**config.mk**
```make
export PLATFORM = sky130hd
export DESIGN_NAME = keypad_timer_loader_flat
export DESIGN_NICKNAME = d
export VERILOG_FILES = /design/src/rtl/keypad_timer_loader_if.sv /design/src/rtl/keypad_timer_loader.sv /design/src/flat_wrapper.sv
export SDC_FILE = /design/constraint.sdc
export NUM_CORES = 1
export LEC_CHECK = 0
export CAP_MARGIN = 20
export CORE_ASPECT_RATIO = 0.8
export CORE_MARGIN = 1
export CORE_UTILIZATION = 45
export CTS_CLUSTER_SIZE = 8
export DETAILED_ROUTE_END_ITERATION = 12
export PLACE_DENSITY = 0.77
export RECOVER_POWER = 25
export REMOVE_ABC_BUFFERS = 1
export SLEW_MARGIN = 20
export SYNTH_ARGS = -nofsm -noshare
export SYNTH_HDL_FRONTEND = slang
export SYNTH_SLANG_ARGS = --single-unit
```
**constraint.sdc**
```tcl
create_clock -name clk -period 7.6 [get_ports clk]
set_clock_uncertainty 0.15 [all_clocks]
set_input_delay 1.52 -clock clk [delete_from_list [all_inputs] [get_ports clk]]
set_output_delay 1.52 -clock clk [all_outputs]
set_load 0.05 [all_outputs]
```
**src/rtl/keypad_timer_loader_if.sv**
```systemverilog
// Keypad-to-timer bus: key/control strobes toward the loader, BCD time and
// status flags back toward the display and control logic.
interface keypad_timer_loader_if;
    logic [3:0] digit;
    logic       digit_valid;
    logic       start;
    logic       stop;
    logic       clear_time;
    logic       tick_1hz;
    logic [3:0] min_tens;
    logic [3:0] min_ones;
    logic [3:0] sec_tens;
    logic [3:0] sec_ones;
    logic       mag_on;
    logic       done;

    modport master (
        output digit, digit_valid, start, stop, clear_time, tick_1hz,
        input  min_tens, min_ones, sec_tens, sec_ones, mag_on, done
    );

    modport slave (
        input  digit, digit_valid, start, stop, clear_time, tick_1hz,
        output min_tens, min_ones, sec_tens, sec_ones, mag_on, done
    );
endinterface

```
**src/rtl/keypad_timer_loader.sv**
```systemverilog
// Builds an MM:SS cook time from keypad digits, normalises it on start and
// counts it down on a 1 Hz enable, driving magnetron enable and done.
module keypad_timer_loader #(
    parameter int MAX_DIGITS = 4
) (
    input logic                  clk,
    input logic                  rst,
    keypad_timer_loader_if.slave bus
);
    localparam int CW = $clog2(MAX_DIGITS + 1);

    typedef enum logic [2:0] {IDLE, ENTRY, RUN, PAUSE, DONE} state_t;

    typedef struct packed {
        logic [3:0] mt;
        logic [3:0] mo;
        logic [3:0] st;
        logic [3:0] so;
    } bcd_time_t;

    state_t    state, next_state;
    bcd_time_t tm, tm_next;
    logic [CW-1:0] count, count_next;
    logic      digit_valid_q;
    logic      mag_on_q, done_q;
    logic      mag_on_d, done_d;
    logic      press_ok;
    logic      time_zero;

    // Seconds tens >= 6 is exactly "seconds > 59"; minutes 99 clamps instead.
    function automatic bcd_time_t normalise(input bcd_time_t t);
        bcd_time_t r;
        r = t;
        if (t.st >= 4'd6) begin
            if (t.mt == 4'd9 && t.mo == 4'd9) begin
                r = {4'd9, 4'd9, 4'd5, 4'd9};
            end else begin
                r.st = t.st - 4'd6;
                if (t.mo == 4'd9) begin
                    r.mo = 4'd0;
                    r.mt = t.mt + 4'd1;
                end else begin
                    r.mo = t.mo + 4'd1;
                end
            end
        end
        return r;
    endfunction

    function automatic bcd_time_t decrement(input bcd_time_t t);
        bcd_time_t r;
        r = t;
        if (t.so != 4'd0) begin
            r.so = t.so - 4'd1;
        end else begin
            r.so = 4'd9;
            if (t.st != 4'd0) begin
                r.st = t.st - 4'd1;
            end else begin
                r.st = 4'd5;
                if (t.mo != 4'd0) begin
                    r.mo = t.mo - 4'd1;
                end else begin
                    r.mo = 4'd9;
                    r.mt = t.mt - 4'd1;
                end
            end
        end
        return r;
    endfunction

    assign press_ok = bus.digit_valid && !digit_valid_q && (bus.digit <= 4'd9) &&
                      (state == IDLE || state == ENTRY || state == DONE) &&
                      (count < CW'(MAX_DIGITS));
    assign time_zero = (tm == '0);

    always_ff @(posedge clk or posedge rst) begin
        if (rst) begin
            state         <= IDLE;
            tm            <= '0;
            count         <= '0;
            digit_valid_q <= 1'b0;
            mag_on_q      <= 1'b0;
            done_q        <= 1'b0;
        end else begin
            // NOTE: non-blocking assignments so every flop samples pre-edge values.
            state         <= next_state;
            tm            <= tm_next;
            count         <= count_next;
            digit_valid_q <= bus.digit_valid;
            mag_on_q      <= mag_on_d;
            done_q        <= done_d;
        end
    end

    // Each state tests only the events it reacts to, highest priority first.
    always_comb begin
        // NOTE: defaults on every path keep this block free of inferred latches.
        next_state = state;
        tm_next    = tm;
        count_next = count;
        if (bus.clear_time) begin
            next_state = IDLE;
            tm_next    = '0;
            count_next = '0;
        end else begin
            case (state)
                IDLE: begin
                    if (press_ok) begin
                        tm_next    = {tm.mo, tm.st, tm.so, bus.digit};
                        count_next = count + 1'b1;
                        next_state = ENTRY;
                    end
                end
                ENTRY: begin
                    if (bus.start && !time_zero) begin
                        tm_next    = normalise(tm);
                        count_next = '0;
                        next_state = RUN;
                    end else if (press_ok) begin
                        tm_next    = {tm.mo, tm.st, tm.so, bus.digit};
                        count_next = count + 1'b1;
                    end
                end
                RUN: begin
                    if (bus.stop) begin
                        next_state = PAUSE;
                    end else if (bus.tick_1hz) begin
                        tm_next = decrement(tm);
                        if (tm_next == '0) next_state = DONE;
                    end
                end
                PAUSE: begin
                    if (bus.stop) begin
                        next_state = IDLE;
                        tm_next    = '0;
                        count_next = '0;
                    end else if (bus.start) begin
                        next_state = RUN;
                    end
                end
                DONE: begin
                    if (bus.stop) begin
                        next_state = IDLE;
                    end else if (press_ok) begin
                        tm_next    = {12'h000, bus.digit};
                        count_next = CW'(1);
                        next_state = ENTRY;
                    end
                end
                default: next_state = IDLE;
            endcase
        end
    end

    always_comb begin
        mag_on_d = (next_state == RUN);
        done_d   = (next_state == DONE);
    end

    assign bus.min_tens = tm.mt;
    assign bus.min_ones = tm.mo;
    assign bus.sec_tens = tm.st;
    assign bus.sec_ones = tm.so;
    assign bus.mag_on   = mag_on_q;
    assign bus.done     = done_q;
endmodule

```
**src/flat_wrapper.sv**
```systemverilog
// flat-port wrapper written by rule: the top's interface ports become plain ports
module keypad_timer_loader_flat 
#(
    parameter int MAX_DIGITS = 4
)
  (clk, rst, bus_digit, bus_digit_valid, bus_start, bus_stop, bus_clear_time, bus_tick_1hz, bus_min_tens, bus_min_ones, bus_sec_tens, bus_sec_ones, bus_mag_on, bus_done);
  keypad_timer_loader_if bus_i ();
  input logic clk;
  input logic rst;
  input wire logic [$bits(bus_i.digit)-1:0] bus_digit;
  input wire logic [$bits(bus_i.digit_valid)-1:0] bus_digit_valid;
  input wire logic [$bits(bus_i.start)-1:0] bus_start;
  input wire logic [$bits(bus_i.stop)-1:0] bus_stop;
  input wire logic [$bits(bus_i.clear_time)-1:0] bus_clear_time;
  input wire logic [$bits(bus_i.tick_1hz)-1:0] bus_tick_1hz;
  output wire logic [$bits(bus_i.min_tens)-1:0] bus_min_tens;
  output wire logic [$bits(bus_i.min_ones)-1:0] bus_min_ones;
  output wire logic [$bits(bus_i.sec_tens)-1:0] bus_sec_tens;
  output wire logic [$bits(bus_i.sec_ones)-1:0] bus_sec_ones;
  output wire logic [$bits(bus_i.mag_on)-1:0] bus_mag_on;
  output wire logic [$bits(bus_i.done)-1:0] bus_done;
  assign bus_i.digit = bus_digit;
  assign bus_i.digit_valid = bus_digit_valid;
  assign bus_i.start = bus_start;
  assign bus_i.stop = bus_stop;
  assign bus_i.clear_time = bus_clear_time;
  assign bus_i.tick_1hz = bus_tick_1hz;
  assign bus_min_tens = bus_i.min_tens;
  assign bus_min_ones = bus_i.min_ones;
  assign bus_sec_tens = bus_i.sec_tens;
  assign bus_sec_ones = bus_i.sec_ones;
  assign bus_mag_on = bus_i.mag_on;
  assign bus_done = bus_i.done;
  keypad_timer_loader #(.MAX_DIGITS(MAX_DIGITS)) u_core (.clk(clk), .rst(rst), .bus(bus_i));
endmodule
```
# ---- Word-level counts from Yosys, hierarchy flattened
# Cells that the tools add are included.
dict set report classes {
  add_sub_neg 8
  order_cmp 3
  n_eq_ne 16
  n_mux 45
  reduce_logical 22
}
# op count
set op_table {}
lappend op_table {{$mux W16} 9}
lappend op_table {{$pmux W16 S5} 1}
lappend op_table {{$mux W12} 6}
lappend op_table {{$mux W3} 15}
lappend op_table {{$mux W4} 11}
lappend op_table {{$logic_not A16 Y1} 2}
lappend op_table {{$reduce_and A8 Y1} 2}
lappend op_table {{$sub A4 B1 Y4 const B} 4}
lappend op_table {{$pmux W3 S5} 1}
lappend op_table {{$ne A3 B3 Y1 const B} 4}
lappend op_table {{$pmux W3 S4} 1}
lappend op_table {{$reduce_bool A4 Y1} 3}
lappend op_table {{$eq A3 B2 Y1 const B} 3}
lappend op_table {{$add A4 B1 Y4 const B} 2}
lappend op_table {{$eq A4 B4 Y1 const B} 2}
lappend op_table {{$mux W8} 1}
lappend op_table {{$ne A4 B4 Y1 const B} 2}
lappend op_table {{$reduce_and A7 Y1} 1}
lappend op_table {{$eq A3 B3 Y1 const B} 2}
lappend op_table {{$logic_and A1 B1 Y1} 6}
lappend op_table {{$reduce_bool A6 Y1} 1}
lappend op_table {{$ne A5 B5 Y1 const B} 1}
lappend op_table {{$reduce_bool A5 Y1} 1}
lappend op_table {{$ge A4 B3 Y1 const B} 1}
lappend op_table {{other kinds (10)} 12}
dict set report totals {
  reg_bits 25
}

# ---- Logic depth before layout (Yosys ltp)
# Gate-level depths: netlist of the first run.
dict set report logic_depth {
  ltp_word 15
  mapped_depth 10
}

# ---- Least setup slack after synthesis of the first run
# No wires, ideal clock.
dict set report synth_path {
  kind {input to register}
  startpoint {input bus_stop}
  endpoint {register u_core.tm, in the netlist u_core.bus.sec_ones[2]}
  setup_ns 0.121
  arrival_ns 2.958
  required_ns 7.329
  slack_ns 4.371
  path_stages 7
  path_buffers 1
  cell_sequence {clkbuf_1 > or3b_2 > a21oi_1 > or3_1 > and2_1 > a21oi_1 > a22o_1}
}
dict set report synth_between {
  elab_chain_len 2
  word_cells_on_any_way 4
}
# item line_no
set synth_lines {}
lappend synth_lines {{start: declaration} flat_wrapper.sv:13} ;# input wire logic [$bits(bus_i.stop)-1:0] bus_stop;
lappend synth_lines {{$ne A3 B3 Y1 (no line)} -}
lappend synth_lines {{$reduce_and A8 Y1 (no line) (*)} -}
lappend synth_lines {{end signal: assignment} keypad_timer_loader.sv:88} ;# tm <= tm_next;
lappend synth_lines {{end: declaration} keypad_timer_loader.sv:22} ;# bcd_time_t tm, tm_next;
# Mark *: on every way between the ends. The rest lies on a longest branch, timed or not.
# A chain may end at the register's enable or synchronous reset.

# ---- Worst setup path in the final report of the first run
dict set report layout_path {
  startpoint {input bus_digit_valid}
  endpoint {register u_core.tm, in the netlist u_core.bus.min_tens[2]}
}
dict set report layout_between {
  elab_chain_len 8
  word_cells_on_any_way 10
}
# item line_no
set layout_lines {}
lappend layout_lines {{start: declaration} flat_wrapper.sv:11} ;# input wire logic [$bits(bus_i.digit_valid)-1:0] bus_digit_valid;
lappend layout_lines {{$logic_and A1 B1 Y1 (*) (3 in a row)} keypad_timer_loader.sv:72} ;# assign press_ok = bus.digit_valid && !digit_valid_q && (bus.digit <= 4'd9) &&
lappend layout_lines {{$logic_and A1 B1 Y1 (*)} keypad_timer_loader.sv:73} ;# (state == IDLE || state == ENTRY || state == DONE) &&
lappend layout_lines {{$mux W16 (2 in a row)} -}
lappend layout_lines {{$pmux W16 S5} -}
lappend layout_lines {{$mux W16} -}
# Marked as above.

==> metrics.md, run 1 <==
| Metric | Value |
|---|---|
| Grt ovf | `0` |
| CTS Hold Buffers Added | `0` |
| Largest net degree at the start of global routing | `26` |
| Slew headroom | `0.285` |
| Max IR drop VDD | `0.131 mV` |
| DPL Wire Length | `5.88 mm` |
| Crit-path max cell delay | `570 ps` |
| CTS tree | `done` |
| Arrival time at the worst endpoint | `3810 ps` |
| Max-slew violations | `0` |
| Footprint of the multi-input gates | `1840 um^2` |
| Compound-gate portion of the synthesized area | `0.320` |
| Via density | `6.67` |
| PwrDens | `331 nW/um^2` |
| CP Launch Type | `input port` |
| Fraction of synthesis flops using an asynchronous set or reset pin | `1.00` |
| FF/Latch Area | `626 um^2` |
| Syn Std Cell Area | `2650 um^2` |
| I/O Pins | `29` |
| Cell count after synthesis | `333` |
| Final core occ | `0.530` |
| Initial antenna violation count | `0` |
| TritonRoute pass-1 iters | `5` |
| Required time of the critical path | `7640 ps` |
| Status | `finished clean` |
| Root buf cell | `clkbuf_8` |
| RePlAce Congestion | `0.987` |
| PnR worst setup slack | `3840 ps` |
| Yosys cell types | `75` |
| Std-Cell Rows | `24` |
| Largest family of logic cells by synthesized area | `compound AO/OA/AOI/OAI gates` |
| Crit Path Max Fanout | `6` |
| Power Total | `0.975 mW` |
| Starting Density | `0.478` |
| Worst-margin pin slew | `1070 ps` |
| Post-Route Setup TNS | `0 ps` |
| Final hold vios | `0` |
| CTS max path bufs | `2` |
| Hold Slack | `371 ps` |
| Core ar. | `5560 um^2` |
| Worst Setup End Kind | `flip-flop` |
| Pleak | `1.13 nW` |
| Placed Cells incl. Taps | `411` |
| Commonest cells after routing, fill and taps aside | `nor2_1 (33), clkdlybuf4s50_1 (26), a21oi_1 (25), dfrtp_1 (25)` |
| Sink Count | `25` |
| H-tree depth | `1` |
| Adder-cell area share of the yosys netlist | `0.0519` |
| Synth Area per Inst | `7.97 um^2` |
| Critical path's top delay family | `simple AND/OR/NAND/NOR gates` |
| Post-Synth XOR/XNOR Area | `0.00990` |
| Ys Warns | `0` |
| Post-route ant nets | `0` |
| Buf/Inv on CP | `1` |
| Area Overhead vs Synth | `10.8%` |
| Worst hold path class | `reg2reg` |
| Met1 Use GR | `0.440` |
| DR DRC count | `0` |
| Vias in the first global route | `2,482` |
| M2 GR Usage | `0.378` |
| Post CTS Setup Buffer Count | `0` |
| Multiplexer area fraction after synthesis | `0.0250` |
| First-pass GRT wire length | `13.4 mm` |
| Top Usage Layer GRT | `met1` |
| N_diodes | `0` |
| RSZ-0062 raised after global routing | `false` |
| Commonest non-fill, non-tap cell in the layout | `nor2_1` |
| Fin crit period | `3760 ps` |
| Die H | `70.7 um` |
| Finished Cell Area | `2940 um^2` |
| Yosys reg bits | `25` |
| Routed vias | `2,769` |
| Worst slack at placement | `3660 ps` |
| Post-DP Area | `2900 um^2` |
| CP max-delay cell | `dlygate4sd3_1` |
| Starting DRT DRC Count | `413` |
| Final Cycle Share | `0.495` |
| Post-Synth Simple-Gate Area | `0.287` |
| Drt total wl | `8.21 mm` |
| Main synth FF type | `dfrtp_1` |
| Crit-path cells | `dlygate4sd3_1 > nor3b_1 > and4_1 > o31a_1 > and2_0 > nand2_1 > o21ai_0` |
| Peak Freq | `266 MHz` |
| EDFF count, synth | `0` |
| Max Cap Viol | `0` |
| GRT Overall Usage | `0.276` |
| Fin nets | `360` |
| Clock latency on the worst-skew pair | `270 ps` |
| Clock slew at reported path FFs | `90 ps` |
| GRT met3 Usage | `0.0502` |
| Crit path kind | `in2reg` |
| Drt wl/cell | `19.8 um` |
| Total CTS buffers | `3` |
| Final setup viols | `0` |
| Filler instances | `528` |
| Number of port buffers | `28` |
| Layout cells sized above 1 | `0.0920` |
| Register area share after synthesis | `0.236` |
| Fin cells | `415` |
| Die W | `87.9 um` |
| Cts repair resizes | `0` |
| Die area | `6210 um^2` |
==> cell usage after synthesis (3+ instances only) <==
library cell	instances	area [um^2]
a31o_2	4	35.0
inv_1	14	52.6
a32o_1	4	40.0
ha_1	11	138
mux2i_1	4	40.0
or3b_2	4	35.0
o32ai_1	4	35.0
o31ai_1	3	22.5
o2bb2ai_1	5	43.8
nand3_1	11	55.1
a21oi_1	25	125
dfrtp_1	25	626
nor2b_1	3	18.8
a22oi_1	4	30.0
o211ai_1	9	67.6
nor3_1	12	60.1
nor2_1	33	124
a21o_1	4	30.0
clkbuf_1	21	78.8
nand2_1	19	71.3
nand4_1	6	37.5
buf_6	3	33.8
buf_2	3	15.0
nor4b_1	3	26.3
nor3b_1	4	30.0
a31oi_1	8	50.1
a211oi_1	5	37.5
o21a_1	3	22.5
o21ai_0	19	95.1
==> final timing paths <==
path / startpoint / endpoint / slack [ps] / cells after the start
min: u_core.count[1]$_DFFE_PP0P_ / u_core.count[1]$_DFFE_PP0P_ / 370 / 1
max reg2reg: u_core.bus.min_ones[0]$_DFFE_PP0P_ / u_core.bus.sec_ones[0]$_DFFE_PP0P_ / 4570 / 8
min reg2reg: u_core.count[1]$_DFFE_PP0P_ / u_core.count[1]$_DFFE_PP0P_ / 370 / 1
min in group asynchronous: rst / u_core.bus.sec_ones[2]$_DFFE_PP0P_ / 1790 / 2
max in group asynchronous: rst / u_core.bus.sec_tens[3]$_DFFE_PP0P_ / 4860 / 2
max: bus_digit_valid / u_core.bus.min_tens[2]$_DFFE_PP0P_ / 3840 / 7
==> state kept, by name (all words and copies together) (netlist names) <==
register / flops
u_core.bus.done: 1
u_core.bus.mag_on: 1
u_core.bus.min_ones: 4
u_core.bus.min_tens: 4
u_core.bus.sec_ones: 4
u_core.bus.sec_tens: 4
u_core.count: 3
u_core.digit_valid_q: 1
u_core.state: 3
==> cell families after synthesis <==
family / count (synthesis)
compound gates: 122
xor+xnor: 3
fa+ha+maj: 11
buf+inv: 42
flops: 25
mux: 6
simple gates: 124
==> cell type report <==
type                       count  share of cell area
timing repair buffer          28              0.0953
tap                           78              0.0332
clock buffer                   4              0.0153
sequential                    25               0.213
inverter                      14              0.0179
multi-input combinational    266               0.626
==> per-layer routing <==
layer,wire length (um),vias to the layer above
met5,0,-
met4,127,0
met3,962,20
met2,3390,202
met1,3740,1263
li1,-,1284
==> power by group <==
group / switching (mW) / leakage, nW / internal, mW
Combinational: 0.416 / 0.764 / 0.244
Clock: 0.0468 / 0.0228 / 0.0377
Sequential: 0.0771 / 0.341 / 0.154
Total: 0.539 / 1.13 / 0.436
(Power assumes the default switching activity.)
==> run 2: changes to the inputs <==
Clock period 7.6 ns to 3.9 ns, I/O delays scaled along.
==> run 2 against run 1 <==
Against the previous run:
- clock power increased by 98%
- critical path depth stayed put
- via count up 2.7%
- combinational power rose by 97%
- routed wire length is 1.9% higher
- core utilization grew 0.47 points
- largest power group unchanged
- first-iteration DRC count is 0.48% higher
- sequential power is 94% higher
- highest routed layer unchanged
- register-to-register slack lost 3800 ps
==> metrics.md, run 2 (synthesis results as in run 1) <==
| Metric | Value |
|---|---|
| CTS Hold Buffers Added | `0 (unchanged)` |
| Std-Cell Rows | `24 (unchanged)` |
| Top Usage Layer GRT | `met1` |
| Met1 Use GR | `0.437 (-0.00219)` |
| Max-slew violations | `0 (unchanged)` |
| RR Startpoint | `u_core.bus.min_ones[0]$_DFFE_PP0P_` |
| TritonRoute pass-1 iters | `5 (unchanged)` |
| Area Overhead vs Synth | `11.8%` |
| Layout cells sized above 1 | `0.0997 (+0.00772)` |
| Worst-margin pin slew | `794 ps (-277 ps)` |
| Total CTS buffers | `3 (unchanged)` |
| First-pass GRT wire length | `13.5 mm (+0.46%)` |
| Initial antenna violation count | `0 (unchanged)` |
| Drt wl/cell | `20.0 um (+0.98%)` |
| Fin nets | `364 (+1.1%)` |
| Commonest non-fill, non-tap cell in the layout | `nor2_1` |
| GRT met3 Usage | `0.0537 (+0.00350)` |
| Sink Count | `25 (unchanged)` |
| Slew headroom | `0.471 (+0.186)` |
| Crit Path Max Fanout | `13 (+7)` |
| Starting DRT DRC Count | `415 (+0.48%)` |
| Post-DP Area | `2920 um^2 (+0.78%)` |
| Critical Path Start | `u_core.bus.min_ones[0]$_DFFE_PP0P_` |
| Post-route ant nets | `0 (unchanged)` |
| Pleak | `1.14 nW (+1.1%)` |
| Worst reg2reg path depth | `7 (-1)` |
| R2r setup slk | `810 ps (-3760 ps)` |
| RePlAce Congestion | `0.983 (-0.37%)` |
| Worst hold path class | `reg2reg` |
| Post-Route Setup TNS | `0 ps (unchanged)` |
| Commonest cells after routing, fill and taps aside | `nor2_1 (33), clkdlybuf4s50_1 (26), a21oi_1 (25), dfrtp_1 (25)` |
| RSZ-0062 raised after global routing | `false` |
| FF-to-FF End | `u_core.bus.sec_ones[2]$_DFFE_PP0P_` |
| Die area | `6210 um^2 (unchanged)` |
| Arrival time at the worst endpoint | `3120 ps (-690 ps)` |
| Worst Setup End Kind | `flip-flop` |
| Clk pwr share | `0.087 (about the same)` |
| Peak Freq | `324 MHz` |
| Max Cap Viol | `0 (unchanged)` |
| N_diodes | `0 (unchanged)` |
| DPL Wire Length | `5.89 mm (+0.29%)` |
| Root buf cell | `clkbuf_8` |
| Fin crit period | `3090 ps` |
| Internal | `0.861 mW (+98%)` |
| Clock latency on the worst-skew pair | `280 ps (about the same)` |
| M2 GR Usage | `0.386 (+0.00775)` |
| Largest net degree at the start of global routing | `26 (unchanged)` |
| Final setup viols | `0 (unchanged)` |
| Via density | `6.79 (+1.8%)` |
| Cts repair resizes | `0 (unchanged)` |
| Starting Density | `0.478 (unchanged)` |
| Sw frac | `0.550 (-0.00277)` |
| Sw Pwr | `1.05 mW (+95%)` |
| I/O Pins | `29 (unchanged)` |
| Grt ovf | `0 (unchanged)` |
| Crit path kind | `reg2reg` |
| Setup crit end | `u_core.bus.sec_ones[2]$_DFFE_PP0P_` |
| GRT Overall Usage | `0.277 (+0.000985)` |
| Drt total wl | `8.37 mm (+1.9%)` |
| CTS max path bufs | `2 (unchanged)` |
| Finished Cell Area | `2970 um^2 (+0.89%)` |
| Max IR drop VDD | `0.215 mV (+64%)` |
| Final hold vios | `0 (unchanged)` |
| Die W | `87.9 um (unchanged)` |
| DR DRC count | `0 (unchanged)` |
| PwrDens | `645 nW/um^2 (+95%)` |
| Number of port buffers | `28 (unchanged)` |
| H-tree depth | `1 (unchanged)` |
| Combinational share of power | `0.678 (+0.002)` |
| Die H | `70.7 um (unchanged)` |
| Relative contribution of sequential cells to total power | `0.235 (-0.002)` |
| Routed vias | `2,845 (+2.7%)` |
| Filler instances | `548 (+3.8%)` |
| CTS tree | `done` |
| Core ar. | `5560 um^2 (unchanged)` |
| Final Cycle Share | `0.793` |
| Status | `finished clean` |
| Required time of the critical path | `3930 ps (-3710 ps)` |
| CP Launch Type | `flip-flop` |
| Post CTS Setup Buffer Count | `0 (unchanged)` |
| Clock slew at reported path FFs | `100 ps (about the same)` |
| Vias in the first global route | `2,516 (+1.4%)` |
## run 2: changes by cell type in the layout (fill, tap and decap cells not counted)
cell / before / now
buf_4: 0 / 3
clkbuf_1: 1 / 2
clkinv_1: 0 / 1
inv_1: 14 / 13
## run 2: how the worst min path moves through the flow
stage | start | cells after the start | endpoint | slack, ps
after floorplan | u_core.count[1]$_DFFE_PP0P_ | 1 | u_core.count[1]$_DFFE_PP0P_ | 320
after global placement | u_core.count[1]$_DFFE_PP0P_ | 1 | u_core.count[1]$_DFFE_PP0P_ | 330
after detailed placement | u_core.count[1]$_DFFE_PP0P_ | 1 | u_core.count[1]$_DFFE_PP0P_ | 350
after CTS | u_core.count[1]$_DFFE_PP0P_ | 1 | u_core.count[1]$_DFFE_PP0P_ | 370
after global routing | u_core.count[1]$_DFFE_PP0P_ | 1 | u_core.count[1]$_DFFE_PP0P_ | 390
final | u_core.count[1]$_DFFE_PP0P_ | 1 | u_core.count[1]$_DFFE_PP0P_ | 370
## run 2: final cells by class
type,count,area [um^2],area share
tap,78,97.6,0.0329
clock buffer,4,45.0,0.0152
multi-input combinational,266,1840,0.620
inverter,14,52.6,0.0177
sequential,25,626,0.211
timing repair buffer,32,307,0.103
## run 2: metrics by stage
stage / worst slack (ps) / total power, mW / hold WS [ps] / instances / util
after CTS: 942 / 1.89 / 372 / 418 / 0.534
after detailed placement: 705 / 1.71 / 349 / 414 / 0.525
after floorplan: 1230 / 1.35 / 320 / 305 / -
final: 809 / 1.91 / 373 / 419 / 0.534
after global routing: 578 / 2.03 / 388 / 419 / 0.534
after global placement: 737 / 1.71 / 333 / 414 / 0.525
## run 2: per-layer routing
metal  vias to the layer above  share of wire
met1                      1352           0.46
met2                       185           0.42
met5                         -              0
met4                         0          0.014
li1                       1290              -
met3                        18           0.11
## run 2: critical path, cell delays in order, from the launching register on
cell,delay [ps]
dfrtp_1,610
ha_1,240
and3b_1,340
nand4b_1,590
o2111ai_1,440
and2_1,250
a21oi_1,110
a22o_1,250
## run 2: power groups by stage
| stage | sequential [mW] | clock, mW | combinational [mW] |
|---|---|---|---|
| 2_1_floorplan | 0.544 | 0 | 0.802 |
| 3_3_place_gp | 0.446 | 0 | 1.26 |
| 3_5_place_dp | 0.449 | 0 | 1.27 |
| 4_1_cts | 0.444 | 0.169 | 1.27 |
| 5_1_grt | 0.459 | 0.179 | 1.39 |
| 6_report | 0.449 | 0.167 | 1.30 |
==> run 3: changes to the inputs <==
Settings changed: PLACE_DENSITY 0.77 to 0.8.
Clock period 3.9 ns to 2.8 ns, I/O delays scaled along.
==> run 3 against run 2 <==
Against the previous run:
- flip-flop and latch count stayed put
- routed wire length rose by 6.0%
- die area unchanged
- clock-buffer cell count unchanged
- hold slack improved by 6.8 ps
==> metrics.md, run 3 (synthesis results as in run 1) <==
| Metric | Value |
|---|---|
| Worst hold path class | `reg2reg` |
| Number of port buffers | `28 (unchanged)` |
| GRT Overall Usage | `0.287 (+0.00964)` |
| Post CTS Setup Buffer Count | `0 (unchanged)` |
| PwrDens | `880 nW/um^2 (+36%)` |
| Layout cells sized above 1 | `0.176 (+0.0760)` |
| TritonRoute pass-1 iters | `7 (+2)` |
| Arrival time at the worst endpoint | `2710 ps (-410 ps)` |
| RSZ-0062 raised after global routing | `false` |
| First-pass GRT wire length | `13.9 mm (+2.8%)` |
| Post-route ant nets | `0 (unchanged)` |
| Crit path kind | `reg2reg` |
| Max Cap Viol | `0 (unchanged)` |
| Die H | `70.7 um (unchanged)` |
| Total CTS buffers | `3 (unchanged)` |
| Largest net degree at the start of global routing | `26 (unchanged)` |
| I/O Pins | `29 (unchanged)` |
| Grt ovf | `0 (unchanged)` |
| Drt wl/cell | `19.8 um (-0.84%)` |
| H-tree depth | `1 (unchanged)` |
| Routed vias | `3,050 (+7.2%)` |
| Vias in the first global route | `2,652 (+5.4%)` |
| Starting Density | `0.478 (unchanged)` |
| Die W | `87.9 um (unchanged)` |
| Worst Setup End Kind | `flip-flop` |
| Initial antenna violation count | `0 (unchanged)` |
| Commonest non-fill, non-tap cell in the layout | `nor2_1` |
| Drt total wl | `8.87 mm (+6.0%)` |
| Root buf cell | `clkbuf_8` |
| Peak Freq | `378 MHz (+17%)` |
| Placed Cells incl. Taps | `444 (+7.2%)` |
| Final hold vios | `0 (unchanged)` |
| Crit-path max cell delay | `710 ps (+100 ps)` |
| Filler instances | `521 (-4.9%)` |
| Required time of the critical path | `2860 ps (-1070 ps)` |
| Fin crit period | `2650 ps (-444 ps)` |
| Core ar. | `5560 um^2 (unchanged)` |
| Combinational share of power | `0.723 (+0.045)` |
| RePlAce Congestion | `0.953 (-3.1%)` |
| Crit-path cells | `nor2_1 > xnor2_1 > o22ai_1 > a21oi_1 > o2bb2ai_1` |
| Final setup viols | `0 (unchanged)` |
| FF/Latch Area | `626 um^2 (unchanged)` |
| Buf/Inv on CP | `0 (unchanged)` |
| Final Cycle Share | `0.945 (+0.153)` |
| DR DRC count | `0 (unchanged)` |
| CP max-delay cell | `xnor2_1` |
| Commonest cells after routing, fill and taps aside | `nor2_1 (33), buf_4 (32), clkdlybuf4s50_1 (27), a21oi_1 (25), dfrtp_1 (25)` |
| Sink Count | `25 (unchanged)` |
| Fin nets | `393 (+8.0%)` |
| CP Launch Type | `flip-flop` |
| Relative contribution of sequential cells to total power | `0.196 (-0.039)` |
| Status | `finished clean` |
| Starting DRT DRC Count | `665 (+60%)` |
| Footprint of the multi-input gates | `1850 um^2 (+0.61%)` |
| Post-DP Area | `3140 um^2 (+7.7%)` |
| Via density | `6.81 (+0.27%)` |
| Max-slew violations | `0 (unchanged)` |
| Pleak | `1.30 nW (+14%)` |
| Internal | `1.30 mW (+51%)` |
| CTS max path bufs | `2 (unchanged)` |
| Sw Pwr | `1.51 mW (+43%)` |
| Critical path's top delay family | `compound AO/OA/AOI/OAI gates` |
| Crit Path Max Fanout | `17 (+4)` |
| Clock slew at reported path FFs | `100 ps (about the same)` |
| Fin cells | `448 (+6.9%)` |
| CTS tree | `done` |
| Clock latency on the worst-skew pair | `280 ps (about the same)` |
| Worst-margin pin slew | `1440 ps (+644 ps)` |
| Finished Cell Area | `3200 um^2 (+7.7%)` |
| Die area | `6210 um^2 (unchanged)` |
| Max IR drop VDD | `0.392 mV (+82%)` |
| Slew headroom | `0.0416 (-0.429)` |
| Std-Cell Rows | `24 (unchanged)` |
| CTS Hold Buffers Added | `0 (unchanged)` |
| N_diodes | `0 (unchanged)` |
| DPL Wire Length | `6.47 mm (+9.7%)` |
| Area Overhead vs Synth | `20.5%` |
| Clk pwr share | `0.081 (-0.006)` |
| Sw frac | `0.537 (-0.0137)` |
## run 3: cell count changes in the layout (fill, tap and decap cells not counted)
cell / delta
clkdlybuf4s50_1: +1
a2111oi_0: -1
dlygate4sd3_1: -1
inv_1: +1
nor3b_1: -1
nor3b_2: +1
clkinv_1: -1
buf_4: +29
a2111oi_2: +1
## run 3: worst register-to-register path, cell delays in order (launching register included)
cell	delay, ps
dfrtp_1	700
nor2_1	280
xnor2_1	710
o22ai_1	270
a21oi_1	320
o2bb2ai_1	160
## run 3: power groups by stage
stage          Combinational [mW]  Clock (mW)  Sequential [mW]
5_1_grt                      2.14       0.243            0.568
4_1_cts                      1.96       0.227            0.551
3_3_place_gp                 1.92           0            0.553
3_5_place_dp                 1.95           0            0.558
6_report                     2.03       0.227            0.553
2_1_floorplan                1.12           0            0.758
## run 3: per-layer routing
layer / routed length (um) / up-vias / GRT usage
li1: - / 1346 / -
met1: 3710 / 1409 / 0.434
met2: 3750 / 255 / 0.415
met3: 1200 / 40 / 0.0653
met4: 212 / 0 / 0.0583
met5: 0 / - / 0
## run 3: final timing paths
check / startpoint / end / slack, ps / cells past startpoint
max in group asynchronous: rst / u_core.bus.min_tens[2]$_DFFE_PP0P_ / 610 / 3
min: u_core.count[1]$_DFFE_PP0P_ / u_core.count[1]$_DFFE_PP0P_ / 380 / 1
max: u_core.state[0]$_DFF_PP0_ / u_core.bus.min_ones[3]$_DFFE_PP0P_ / 150 / 5
min in group asynchronous: rst / u_core.bus.sec_ones[0]$_DFFE_PP0P_ / 1030 / 3
min reg2reg: u_core.count[1]$_DFFE_PP0P_ / u_core.count[1]$_DFFE_PP0P_ / 380 / 1
max reg2reg: u_core.state[0]$_DFF_PP0_ / u_core.bus.min_ones[3]$_DFFE_PP0P_ / 150 / 5
## run 3: repair_timing
| item | CTS | global route |
|---|---|---|
| hold endpoints to repair | 0 | 0 |
| gates resized for setup | 0 | 3 |
| endpoints found under the setup margin | 0 | 4 |
## run 3: cell type report
type | instances | area share
multi-input combinational | 266 | 0.579
sequential | 25 | 0.196
timing repair buffer | 61 | 0.164
tap | 78 | 0.0305
inverter | 14 | 0.0164
clock buffer | 4 | 0.0141
## run 3: through the flow
stage	power (mW)	worst slack [ps]	utilization	setup TNS, ps	hold WS, ps
after floorplan	1.88	132	-	0	320
after global placement	2.48	31.5	0.566	0	338
after detailed placement	2.51	-38.2	0.566	-72.6	362
after CTS	2.74	79.0	0.574	0	382
after global routing	2.95	77.2	0.575	0	400
final	2.81	153	0.575	0	380
==> patch: new RTL, config.mk and constraints of run 3 <==
`MAX_DIGITS` is set to 4 in 2 places; all go to 2.
--- a/src/rtl/keypad_timer_loader.sv
+++ b/src/rtl/keypad_timer_loader.sv
@@ -3,3 +3,3 @@
 module keypad_timer_loader #(
-    parameter int MAX_DIGITS = 4
+    parameter int MAX_DIGITS = 2
 ) (
--- a/src/flat_wrapper.sv
+++ b/src/flat_wrapper.sv
@@ -3,3 +3,3 @@
 #(
-    parameter int MAX_DIGITS = 4
+    parameter int MAX_DIGITS = 2
 )
Function: changed (a bounded check fails within 10 cycles, from zero or initial values and one cycle with rst high).
==> patch against run 3 <==
  * The flow now finishes with violations (negative setup slack)
  * Worst setup slack worse by 0.21 ns
  * Final area is 2.2% higher
  * Total power is 32% higher
  * Wire length is 3.4% lower
  * Sequential cell count is 1 lower
  * Utilization is 5.5 points higher
  * Clock power is 42% higher
  * Area after synthesis is 6.0% lower
  * Critical path type unchanged
  * Largest cell class unchanged
==> patch: results (changes against run 3) <==
Run status
  • Run status: finished, violations left
  • Failing checks: negative setup slack

CTS
  • TritonCTS buffer count: 3 (unchanged)
  • Max clock buf depth: 2 (unchanged)
  • Clk root buf: clkbuf_8
  • Clock-pin slew on the worst setup and hold paths: 0.10 ns (about the same)
  • Clock latency at the later pin of the worst-skew pair: 0.28 ns (about the same)
  • Htree depth: 1 (unchanged)

Final layout
  • Fraction of layout cells with a size suffix above 1: 20.92% (+3.4 points)
  • Diodes inserted: 0 (unchanged)
  • Nets: 414 (+5.3%)

Critical path
  • Critical Path AT: 2.90 ns (+0.19 ns)
  • Crit-path max FO: 7 (-10)

Yosys
  • Netlist cell types: 66 (-12%)
  • Ys flop type: dfrtp_1
  • Top cells by instance count after synthesis: nor2_1, a21oi_1, dfrtp_1, nand2_1
  • Sequential share of the synthesized area: 24.08% (+0.51 points)
  • Synth warn: 0 (unchanged)
  • Post-synth ARST share: 100.0% (unchanged)
  • Synth top area cells: dfrtp_1, a21oi_1, nor2_1, ha_1, nand2_1

Timing
  • Setup Viol. Count Final: 4 (+4)
  • Slew of the pin with the lowest slew margin: 1.437 ns (-0.0003537 ns)
  • Final worst slack: -0.06139 ns (-0.2149 ns)
  • Sum of negative setup slack: -0.1078 ns (-0.1078 ns)

Drt
  • Starting DRC count in detailed routing: 403 (-39%)
  • Routed len/inst: 18.89 um (-4.6%)
  • First-pass DRT Iterations: 5 (-2)
  • Vias: 2999 (-1.7%)

Hold path
  • Min-Delay Path Class: reg -> reg

Place
  • Place WS: -0.3422 ns (-0.3040 ns)
  • GPL Wtd Cong: 0.9669 (+1.4%)
  • Placement Cell Area: 3153 um2 (+0.28%)
  • Hpwl dp: 6248 um (-3.4%)
  • Port-buffer cells: 28 (unchanged)

Power
  • Lkg Pwr: 1.337 nW (+3.1%)
  • Peak VDD IR: 0.0006483 V (+65%)

Global routing
  • Maximum number of pins on one net before global-route repair: 25 (-3.8%)
  • Initial antenna violation count: 0 (unchanged)
  • First-pass GRT wire length: 13430 um (-3.3%)
  • Vias in the first global route: 2686 (+1.3%)
  • Total track usage: 29.76% (+1.1 points)
[patch: path summary, 6_finish.rpt]
| kind | start | endpoint | cells after the start |
|---|---|---|---|
| worst max register to register | u_core.bus.min_ones[1] | u_core.bus.min_tens[2] | 9 |
| worst min-delay path | u_core.count[1] | u_core.count[1] | 2 |
| worst max-delay path | u_core.bus.min_ones[1] | u_core.bus.min_tens[2] | 9 |
| worst min register to register | u_core.count[1] | u_core.count[1] | 2 |
| min in group asynchronous | rst | u_core.count[0] | 3 |
| max in group asynchronous | rst | u_core.bus.sec_tens[0] | 3 |
[patch: power breakdown]
part / internal, mW / switching (mW) / leakage (nW)
logic: 1.17 / 1.70 / 0.974
clock network: 0.192 / 0.130 / 0.0357
registers: 0.428 / 0.0937 / 0.327
[patch: kinds of logic (layout without fill, tap and decap cells)]
family | Yosys count | in the layout | synth area share [%]
flops | 24 | 24 | 24.08
compound gates | 109 | 109 | 30.86
xor+xnor | 5 | 5 | 1.756
simple gates | 132 | 132 | 28.50
buf+inv | 44 | 107 | 7.777
fa+ha+maj | 10 | 10 | 5.018
mux | 5 | 5 | 2.007
[patch: area by class of cell]
type / instances / area [um2]
clock buffer: 3 / 41.29
clock inverter: 1 / 30.03
fill: 443 / 1914
inverter: 16 / 60.06
multi-input combinational: 261 / 1737
sequential: 24 / 600.6
tap: 62 / 77.57
timing repair buffer: 87 / 719.4
[patch: critical path: stages (launching register included)]
cell and delay, ns:
dfrtp_1 0.39, inv_1 0.14, ha_1 0.18, or3b_4 0.44, o41ai_4 0.44, buf_4 0.22, a21oi_2 0.13, nor2_1 0.28
nor2_1 0.12, a221oi_1 0.27
[patch: per-layer routing]
layer	global-route usage [%]	wire length (um)
met3	4.643	843
met4	8.475	139
met1	42.44	3759
met2	46.77	3833
met5	0	0
[patch: metrics by stage]
step           util, %  cells  hold slack (ns)
4_1_cts          62.54    453           0.4361
2_1_floorplan        -    301           0.3597
3_3_place_gp     60.87    449           0.3883
5_1_grt          63.04    454           0.4969
6_report         63.04    454           0.4364
3_5_place_dp     60.87    449           0.4095
[patch: repair_timing]
action	in CTS	in global routing
hold buffers	0	0
pin swaps	0	1
buffers inserted	0	1
setup endpoints to repair	2	12
resized for setup	2	6
